`src/rtl/alu_resp_unit.sv`:
```
// alu_resp_unit
// ---------------------------------------------------------------------------
// Purpose:
//   This block is a single-cycle ALU with a small in-order response buffer.
//   On the edge that accepts a request, the result is computed combinationally
//   from the request inputs and pushed into a DEPTH-entry FIFO. The FIFO head
//   is shown on the rsp_* outputs. A 16-bit counter tracks delivered responses.
//
// Handshake:
//   A transfer on either side happens on a rising edge where valid=1 and
//   ready=1. The producer holds its payload stable while valid=1 and ready=0.
//   While rsp_valid=1 and rsp_ready=0, the head fields do not change.
//
// Ports:
//   clk        in   1   sole clock, rising edge
//   rst_n      in   1   synchronous active-low reset
//   req_valid  in   1   request present
//   req_ready  out  1   request can be accepted this cycle
//   req_a      in   W   operand a
//   req_b      in   W   operand b
//   req_op     in   3   000 AND, 001 OR, 010 ADD, 110 SUB, others illegal
//   rsp_valid  out  1   FIFO non-empty
//   rsp_ready  in   1   consumer takes head response
//   rsp_z      out  W   head result (0 while empty)
//   rsp_ex     out  1   head zero flag (0 while empty)
//   rsp_err    out  1   head illegal-opcode flag (0 while empty)
//   txn_count  out  16  responses delivered since reset, wraps
// ---------------------------------------------------------------------------
module alu_resp_unit #(
    parameter int W     = 32,
    parameter int DEPTH = 2
) (
    input  logic         clk,
    input  logic         rst_n,
    input  logic         req_valid,
    output logic         req_ready,
    input  logic [W-1:0] req_a,
    input  logic [W-1:0] req_b,
    input  logic [2:0]   req_op,
    output logic         rsp_valid,
    input  logic         rsp_ready,
    output logic [W-1:0] rsp_z,
    output logic         rsp_ex,
    output logic         rsp_err,
    output logic [15:0]  txn_count
);

    // Pointer width: at least 1 bit so that DEPTH=1 still elaborates.
    localparam int PW = (DEPTH > 1) ? $clog2(DEPTH) : 1;
    // The occupancy counter must be able to hold the value DEPTH itself.
    localparam int CW = $clog2(DEPTH + 1);

    localparam logic [CW-1:0] L_DEPTH = CW'(DEPTH);
    localparam logic [PW-1:0] L_LAST  = PW'(DEPTH - 1);

    localparam logic [2:0] OP_AND = 3'b000;
    localparam logic [2:0] OP_OR  = 3'b001;
    localparam logic [2:0] OP_ADD = 3'b010;
    localparam logic [2:0] OP_SUB = 3'b110;

    // Control state
    logic [PW-1:0] r_wr_ptr;
    logic [PW-1:0] r_rd_ptr;
    logic [CW-1:0] r_count;
    logic [15:0]   r_txn_count;

    // Data storage (not reset)
    logic [W-1:0]  r_mem_z   [DEPTH];
    logic          r_mem_ex  [DEPTH];
    logic          r_mem_err [DEPTH];

    logic [W-1:0]  w_z;
    logic          w_err;
    logic          w_ex;
    logic          w_not_empty;
    logic          w_push;
    logic          w_pop;

    // ALU datapath
    always_comb begin
        w_z   = '0;
        w_err = 1'b0;
        case (req_op)
            OP_AND:  w_z = req_a & req_b;
            OP_OR:   w_z = req_a | req_b;
            OP_ADD:  w_z = req_a + req_b;
            OP_SUB:  w_z = req_a + ~req_b + W'(1);
            default: begin
                w_z   = '0;
                w_err = 1'b1;
            end
        endcase
    end

    assign w_ex = (w_z == '0);

    // Handshake
    assign w_not_empty = (r_count != '0);
    // A full buffer can still take a request when the head leaves on the same edge.
    assign req_ready   = rst_n & ((r_count < L_DEPTH) | rsp_ready);
    assign w_pop       = w_not_empty & rsp_ready;
    assign w_push      = req_valid & req_ready;

    // Control state update
    always_ff @(posedge clk) begin
        if (!rst_n) begin
            r_wr_ptr    <= '0;
            r_rd_ptr    <= '0;
            r_count     <= '0;
            r_txn_count <= '0;
        end else begin
            if (w_push) begin
                r_wr_ptr <= (r_wr_ptr == L_LAST) ? '0 : r_wr_ptr + PW'(1);
            end
            if (w_pop) begin
                r_rd_ptr    <= (r_rd_ptr == L_LAST) ? '0 : r_rd_ptr + PW'(1);
                r_txn_count <= r_txn_count + 16'd1;
            end
            case ({w_push, w_pop})
                2'b10:   r_count <= r_count + CW'(1);
                2'b01:   r_count <= r_count - CW'(1);
                default: r_count <= r_count;
            endcase
        end
    end

    // Tail write. w_push is already qualified by rst_n through req_ready.
    always_ff @(posedge clk) begin
        if (w_push) begin
            r_mem_z[r_wr_ptr]   <= w_z;
            r_mem_ex[r_wr_ptr]  <= w_ex;
            r_mem_err[r_wr_ptr] <= w_err;
        end
    end

    // Head outputs. They are gated so an empty buffer always reads as zero.
    assign rsp_valid = w_not_empty;
    assign rsp_z     = w_not_empty ? r_mem_z[r_rd_ptr]   : '0;
    assign rsp_ex    = w_not_empty ? r_mem_ex[r_rd_ptr]  : 1'b0;
    assign rsp_err   = w_not_empty ? r_mem_err[r_rd_ptr] : 1'b0;
    assign txn_count = r_txn_count;

endmodule

```
`config.mk`:
```
export PLATFORM = sky130hd
export DESIGN_NAME = alu_resp_unit
export DESIGN_NICKNAME = d
export VERILOG_FILES = /design/src/rtl/alu_resp_unit.sv
export SDC_FILE = /design/constraint.sdc
export NUM_CORES = 1
export LEC_CHECK = 0
export BUFFER_PORTS_ARGS = -buffer_cell sky130_fd_sc_hd__buf_4
export CORE_MARGIN = 1.5
export CORE_UTILIZATION = 54
export DETAILED_ROUTE_END_ITERATION = 16
export HOLD_SLACK_MARGIN = 0.12
export PLACE_DENSITY = 0.79
export SETUP_SLACK_MARGIN = 0.1
export SYNTH_ARGS = -nofsm -noshare
export SYNTH_HDL_FRONTEND = slang
export SYNTH_SLANG_ARGS = --single-unit
```
`constraint.sdc`:
```
create_clock -name clk -period 3.9 [get_ports clk]
set_clock_uncertainty 0.1 [all_clocks]
set_input_delay 0.78 -clock clk [delete_from_list [all_inputs] [get_ports clk]]
set_output_delay 0.78 -clock clk [all_outputs]
set_load 0.03 [all_outputs]
```
==> impl_metrics.ini, run 1 <==
[power]
combPwrFrac_pct = 51.3
intPower_uw = 2485
power_density_nw_per_um2 = 349.9
swShare_pct = 39.89
ir_drop_v = 0.0002844
seq_power_share_pct = 28.1
switchingPower_uw = 1649
power.leakage_uw = 0.005398
power.clock.fraction_pct = 20.5

[logic_synthesis]
ys_top_cells_by_area = edfxtp_1 24%, ha_1 15%, mux2i_1 5.2%
syn_avg_cell_area_sq_um = 8.293
ys_types = 75
synth_ff_type = edfxtp_1
synth_top_area_share_pct = 23.68
synth-seq-area-share_pct = 28.55
netlist_area_sq_um = 8625
synthCells = 1040
synth_edf_count = 68
synthArstFlopShare_pct = 0
yosys_warnings = 0
synthTopCellsByCount = 104 x nor2_1, 103 x inv_1, 101 x ha_1, 68 x edfxtp_1, 65 x nand2_1
yosysTopAreaCell = edfxtp_1
synth_most_common_cell = nor2_1
synth.net_count = 1214
ys_seq_elements = 89

[sta]
period_needed_ns = 4.094
post-route-period-util_pct = 105.0
holdWs_ns = 0.4609
rsz0062_at_grt = yes
worst_pin_slew_ns = 0.7470
hold_viol = 0
relSlewSlack_pct = 49.90
fmax_ghz = 0.2443
finalSetupViolations = 2
slew_viol_final = 0
finalWorstSetupSlack_ns = -0.1941

[global_routing]
grt_pass1_wl_um = 42960
grt_overflow_total = 0
grt_pass1_vias = 8540
grtUsageTotal_pct = 32.73
grt_max_degree = 37
antenna_found_initial = 0

[die]
die_h_um = 129.4
die-area_sq_um = 16740
rows = 46
die_x_um = 129.4
ios = 123
core_sq_um = 15710
initial_core_util_pct = 54.89

[detailed_routing]
firstDrtPassIters = 6
drc = 0
viasPerCell = 5.810
wl_per_cell_um = 18.43
drtIter0Drc = 657
wirelength_um = 28520
vias = 8988
final_antenna_net_count = 0

[setup_path]
cp-startpoint = req_b[1]
r2r-start = r_count[0]
crit_arrival_ns = 4.13
worst_setup_path_end_kind = flop
critical_path_required_ns = 3.94
critical_path_class = primary input to flop
worst-path-max-fanout = 3
startpoint_type = primary input

[clocking]
clkTransAtPathRegs_ns = 0.06
cts_tree = done
ctsHoldBuffers = 0
root_buffer = clkbuf_16
worstSkewPairLatency_ns = 0.34
clock_sinks = 89
htree_levels = 3
cts_made_buffers = 9
cts_max_path_buffers = 2

[run_status]
violations = negative setup slack
status = finished, violations left

[placement]
dpl.hpwl_um = 21850
numPortBuffers = 122
gp_congestion = 1.010
dp_cells = 1525

[worst_hold_path]
hp-class = flop to flop
min_from = r_count[1]

[cells_and_area]
instances_no_fill = 1547
drive_gt1_share_pct = 31.33
diodes = 0
nets = 1500
syn_to_final_growth_pct = 36.97

[run]
cap_violations = 0
sequential cells by signal (all words and copies together) (netlist names), named ones only:
signal,cells
r_count,2
r_mem_err,2
r_wr_ptr,1
txn_count,16
r_mem_z,64
r_mem_ex,2
r_rd_ptr,1
stage by stage:
step | TNS, ns | area (sq um) | util, % | setup slack (ns) | total power, uW
6_report | -0.3880 | 11810 | 75.18 | -0.1941 | 4134
2_1_floorplan | 0 | 8666 | - | 0.1140 | 2360
3_5_place_dp | -3.330 | 11170 | 71.08 | -0.5273 | 3183
4_1_cts | -0.06812 | 11600 | 73.85 | -0.03409 | 4064
3_3_place_gp | -2.781 | 11170 | 71.08 | -0.4238 | 3143
5_1_grt | -0.5284 | 11810 | 75.18 | -0.2643 | 4327
area by class of cell:
type	count	area (sq um)
multi-input cells	786	5806
fillers	1167	3900
repair buffers	336	2572
flip-flops and latches	89	2464
inverters	104	397.9
clock buffers	13	281.5
well taps	216	270.3
clock inverters	3	21.27
critical path: stages:
cell and delay, ns:
buf_6 0.09, inv_4 0.04, buf_6 0.12, fa_2 0.37
buf_6 0.14, nor2b_1 0.15, o211ai_1 0.15, a21oi_2 0.19
or4_1 0.13, o211ai_1 0.11, or4_1 0.52, or4b_4 0.51
nor4_4 0.16, and4_1 0.24, nand4b_1 0.13, nor4_2 0.30
layout by cell type, fill, tap and decap left out, types with 16 or more instances in the layout:
cell type and count:
nand3_1 25, inv_1 97, a21oi_1 59, ha_1 91
nor2_1 101, nor3_1 16, a31oi_1 19, mux2i_1 44
dfxtp_1 20, o21ai_0 46, o211ai_1 17, buf_4 328
nand2_1 65, edfxtp_1 68, and2_1 25, xnor2_1 28
power by group through the flow:
stage	combinational, uW	sequential, uW	clock [uW]
2_1_floorplan	1210	1150	0
3_3_place_gp	1970	1180	0
3_5_place_dp	2000	1180	0
4_1_cts	2040	1160	856
5_1_grt	2260	1170	895
6_report	2120	1160	849
routing by layer:
layer / wire length [um] / track usage [%]
met2: 13670 / 55.54
met1: 11980 / 42.73
met4: 797 / 10.84
met5: 0 / 0
met3: 2071 / 4.996
logic make-up after synthesis:
group / count (synthesis) / synth area share (%)
simple gates: 331 / 19.11
compound gates: 267 / 20.41
buf+inv: 165 / 7.529
fa+ha+maj: 103 / 15.12
flops: 89 / 28.55
mux: 45 / 5.223
xor+xnor: 40 / 4.062
timing repair:
action,in CTS,in global routing
cloned,0,0
gates resized for setup,28,34
pin swaps,7,22
endpoints found under the setup margin,6,8
setup buffers,1,5
worst paths after layout:
check / to / slack, ns / depth (start not counted)
setup / recovery: r_mem_ex[0] / -0.19 / 16
hold / removal: r_count[1] / 0.46 / 2
setup reg to reg: r_count[1] / 1.64 / 5
hold reg to reg: r_count[1] / 0.46 / 2
Power figures use the tool's default switching activity.
==> inputs of run 2 (changes only) <==
- PLACE_DENSITY: 0.79 -> 0.8
==> run 2 against run 1 <==
The flow still finishes with violations (negative setup slack). First-iteration DRC count increased by 30%. Critical path type unchanged. Clock-buffer cell count is 1 higher. Combinational power about the same.
==> impl_metrics.ini, run 2 (synthesis results as in run 1) <==
[run_status]
status = finished, violations left
violations = negative setup slack

[sta]
finalSetupViolations = 2
post-route-period-util_pct = 103.5
rsz0062_at_grt = yes
holdWs_ns = 0.4709
period_needed_ns = 4.038
hold_viol = 0
finalWorstSetupSlack_ns = -0.1377
worst_pin_slew_ns = 0.8717
relSlewSlack_pct = 41.88
fmax_ghz = 0.2477
slew_viol_final = 0

[placement]
gp_congestion = 0.9707
pre_cts_ws_ns = -0.6269
dp_cells = 1525
numPortBuffers = 122
dpl.hpwl_um = 21350
dpl_cell_area_sq_um = 11160

[global_routing]
grt_overflow_total = 0
grt_pass1_vias = 8344
grt_pass1_wl_um = 41790
antenna_found_initial = 0
grt_max_degree = 37
grtUsageTotal_pct = 31.72

[die]
die_h_um = 129.4
rows = 46
die-area_sq_um = 16740
initial_core_util_pct = 54.89
die_x_um = 129.4
ios = 123
core_sq_um = 15710

[power]
ir_drop_v = 0.0003034
combPwrFrac_pct = 50.8
power.clock.fraction_pct = 20.4
swShare_pct = 39.58
power.leakage_uw = 0.005392
switchingPower_uw = 1629
seq_power_share_pct = 28.7
power_density_nw_per_um2 = 348.0
intPower_uw = 2486

[setup_path]
crit_cells = 15
worst-path-max-fanout = 4
crit_arrival_ns = 4.09
critPathBufInv = 4
max_stage_delay_ns = 0.53
reg2regPathDepth = 5
critical_path_class = primary input to flop
worst_setup_path_end_kind = flop
crit_chain = buf_8 -> clkinvlp_4 -> buf_4 -> buf_4 -> ha_1 -> o311ai_4 -> a211oi_1 -> a41oi_1 -> nand3_1 -> or4_1 -> or4b_4 -> nor4_4 -> and4_1 -> nand4b_1 -> nor4_4
crit_family = simple AND/OR/NAND/NOR gates
startpoint_type = primary input
cp_slowest_cell = or4_1
critical_path_required_ns = 3.96

[cells_and_area]
nets = 1503
final_area_sq_um = 11820
top_register = r_mem_z
diodes = 0
post-route-util_pct = 75.25
largest_reg_flops = 64
mostFrequentLayoutCell = buf_4
syn_to_final_growth_pct = 37.10
instances_no_fill = 1550
layout_common_cells = 334 x buf_4, 101 x nor2_1, 100 x inv_1
drive_gt1_share_pct = 30.81

[detailed_routing]
drc = 0
final_antenna_net_count = 0
viasPerCell = 5.739
wirelength_um = 27370
firstDrtPassIters = 9
drtIter0Drc = 855
vias = 8896
wl_per_cell_um = 17.65

[clocking]
root_buffer = clkbuf_16
cts_made_buffers = 9
clkTransAtPathRegs_ns = 0.06
ctsHoldBuffers = 0
worstSkewPairLatency_ns = 0.34
clock_sinks = 89
cts_tree = done
cts_max_path_buffers = 2
htree_levels = 3

[worst_hold_path]
hp-class = flop to flop
holdPathStages = 2

[run]
cap_violations = 0
-- run 2: cell type report --
class | instances | area, sq um
multi-input combinational | 786 | 5831
fill | 1179 | 3889
inverter | 104 | 396.6
clock inverter | 2 | 8.758
sequential | 89 | 2464
tap | 216 | 270.3
clock buffer | 14 | 286.5
timing repair buffer | 339 | 2567
-- run 2: worst min-delay path: stages, from the launching register on --
cell and delay, ns:
dfxtp_1 0.34, mux2i_1 0.13, nor2b_1 0.06
-- run 2: final timing paths --
path                  endpoint         start  slack [ns]
setup / recovery   r_mem_ex[0]      req_b[1]       -0.14
hold / removal    txn_count[1]  txn_count[1]        0.47
setup reg to reg    r_count[1]    r_count[1]        1.55
hold reg to reg   txn_count[1]  txn_count[1]        0.47
-- run 2: metrics by stage --
| stage | total power, uW | setup TNS, ns |
|---|---|---|
| 2_1_floorplan | 2360 | 0 |
| 3_3_place_gp | 3139 | -3.784 |
| 3_5_place_dp | 3181 | -4.492 |
| 4_1_cts | 4065 | -0.1133 |
| 5_1_grt | 4316 | -0.7849 |
| 6_report | 4115 | -0.2755 |
-- run 2: per-layer routing --
metal / wire, um / share of wire (%) / GRT usage, %
met5: 0 / 0 / 0
met3: 2385 / 8.7 / 5.450
met1: 11760 / 43 / 43.51
met4: 430 / 1.6 / 7.336
met2: 12790 / 47 / 52.35
-- run 2: repair_timing --
action | in CTS | in global routing
cloned | 0 | 0
pin swaps | 11 | 14
resized for setup | 23 | 26
endpoints found under the setup margin | 6 | 8
buffers inserted | 6 | 4
-- run 2: power groups by stage --
stage                     Sequential [uW]  Combinational [uW]  Clock [uW]
final                                1180                2090         841
after global routing                 1190                2230         891
after CTS                            1180                2030         853
after detailed placement             1200                1980           0
after global placement               1200                1940           0
after floorplan                      1150                1210           0
==> inputs of run 3 (changes only) <==
- CORE_UTILIZATION: 54 -> 33
- PLACE_DENSITY: 0.8 -> 0.54
==> run 3 against run 2 <==
The flow still finishes with violations (negative setup slack). Power rose by 0.60%. Die area rose by 62%. Wire length rose by 0.15%. Highest routed layer unchanged. Maximum frequency rose by 3.0%. Critical path type unchanged.
==> impl_metrics.ini, run 3 (synthesis results as in run 1) <==
[cells_and_area]
layout_common_cells = 331 x buf_4, 101 x nor2_1, 93 x inv_1
syn_to_final_growth_pct = 38.82
drive_gt1_share_pct = 31.34
top_register = r_mem_z
seq_area_sq_um = 2464
instances_no_fill = 1667
diodes = 0
nets = 1506
multiInputGateArea_sq_um = 5754
mostFrequentLayoutCell = buf_4
largest_reg_flops = 64
fillCellCount = 2489

[setup_path]
crit_cells = 15
startpoint_type = primary input
cp_slowest_cell = a2111o_1
max_stage_delay_ns = 0.41
crit_chain = buf_6 -> inv_1 -> ha_4 -> a211oi_4 -> o211ai_1 -> a32oi_2 -> o311a_1 -> o21ai_2 -> buf_4 -> a311oi_1 -> a31oi_1 -> xnor2_1 -> o22ai_1 -> a2111o_1 -> nor4_2
crit_family = compound AO/OA/AOI/OAI gates
worst_setup_path_end_kind = flop
critical_path_required_ns = 3.94
critical_path_class = primary input to flop
worst-path-max-fanout = 4
reg2regPathDepth = 7
crit_arrival_ns = 3.96
critPathBufInv = 3

[power]
power.leakage_uw = 0.005404
power_density_nw_per_um2 = 345.8
ir_drop_v = 0.0004060

[detailed_routing]
drc = 0
final_antenna_net_count = 0
wirelength_um = 27410
vias = 8485
firstDrtPassIters = 5
drtIter0Drc = 611
wl_per_cell_um = 16.44
viasPerCell = 5.090

[placement]
gp_congestion = 0.9552
dpl.hpwl_um = 22190
numPortBuffers = 122
dp_cells = 1645

[die]
die_h_um = 164.7
die-area_sq_um = 27110
core_sq_um = 25400
ios = 123
rows = 58
initial_core_util_pct = 33.96
die_x_um = 164.7

[global_routing]
grt_max_degree = 39
gr-usage-met2_pct = 32.31
grt_pass1_vias = 8215
grtUsageTotal_pct = 20.31
antenna_found_initial = 0
met1_usage_pct = 29.32
use_met3_pct = 2.536
grt_pass1_wl_um = 43490
grt_busiest_layer = met2
grt_overflow_total = 0

[run]
cap_violations = 0

[sta]
fmax_ghz = 0.2552
finalWorstSetupSlack_ns = -0.01901
worst_pin_slew_ns = 0.7476
relSlewSlack_pct = 50.16
post-route-period-util_pct = 100.5
finalSetupViolations = 2
slew_viol_final = 0
rsz0062_at_grt = yes
hold_viol = 0
period_needed_ns = 3.919
holdWs_ns = 0.4278

[clocking]
root_buffer = clkbuf_16
clock_sinks = 89
worstSkewPairLatency_ns = 0.33
htree_levels = 3
ctsHoldBuffers = 0
clkTransAtPathRegs_ns = 0.06
cts_tree = done
cts_made_buffers = 9
cts_max_path_buffers = 2

[run_status]
status = finished, violations left
violations = negative setup slack

[worst_hold_path]
hp-class = flop to flop
holdPathStages = 2
[run 3: routing by layer]
layer | up-vias | routed length (um)
met4 | 0 | 242
met2 | 243 | 12200
met5 | - | 0
met1 | 3940 | 13530
met3 | 17 | 1427
li1 | 4285 | -
[run 3: tightest hold or removal path: stages, from the launching register on]
cell,delay [ns]
dfxtp_1,0.33
o21ai_0,0.07
a21boi_0,0.07
[run 3: path summary, 6_finish.rpt]
| kind | from | slack (ns) | to |
|---|---|---|---|
| worst max-delay path | req_a[1] | -0.02 | r_mem_ex[1] |
| worst min-delay path | r_count[1] | 0.43 | r_count[1] |
| worst max register to register | txn_count[3] | 1.94 | txn_count[15] |
| worst min register to register | r_count[1] | 0.43 | r_count[1] |
[run 3: layout make-up]
cell class,count,share of cell area (%)
clock buffer,11,1.944
sequential,89,20.58
multi-input combinational,786,48.06
clock inverter,5,0.6688
tap,330,3.449
timing repair buffer,342,21.91
inverter,104,3.386
[run 3: power breakdown]
part,internal [uW],switching (uW),total (uW)
Sequential,1100,70.9,1170
Clock,560,332,893
Combinational,881,1190,2080
Total,2540,1600,4140
[run 3: what timing repair did]
action | in CTS | in global routing
buffers inserted | 4 | 2
pin swaps | 8 | 5
endpoints found under the setup margin | 6 | 6
resized for setup | 11 | 53
[run 3: per-stage QoR]
stage	util [%]	setup TNS (ns)	area (sq um)	setup WS [ns]	power, uW
after floorplan	-	0	8666	0.1140	2360
after global placement	44.66	-3.319	11340	-0.5181	3209
after detailed placement	44.66	-3.909	11340	-0.5376	3221
after CTS	46.24	-0.1047	11740	-0.05512	4132
after global routing	47.14	-0.4633	11970	-0.2322	4389
final	47.14	-0.03376	11970	-0.01901	4140
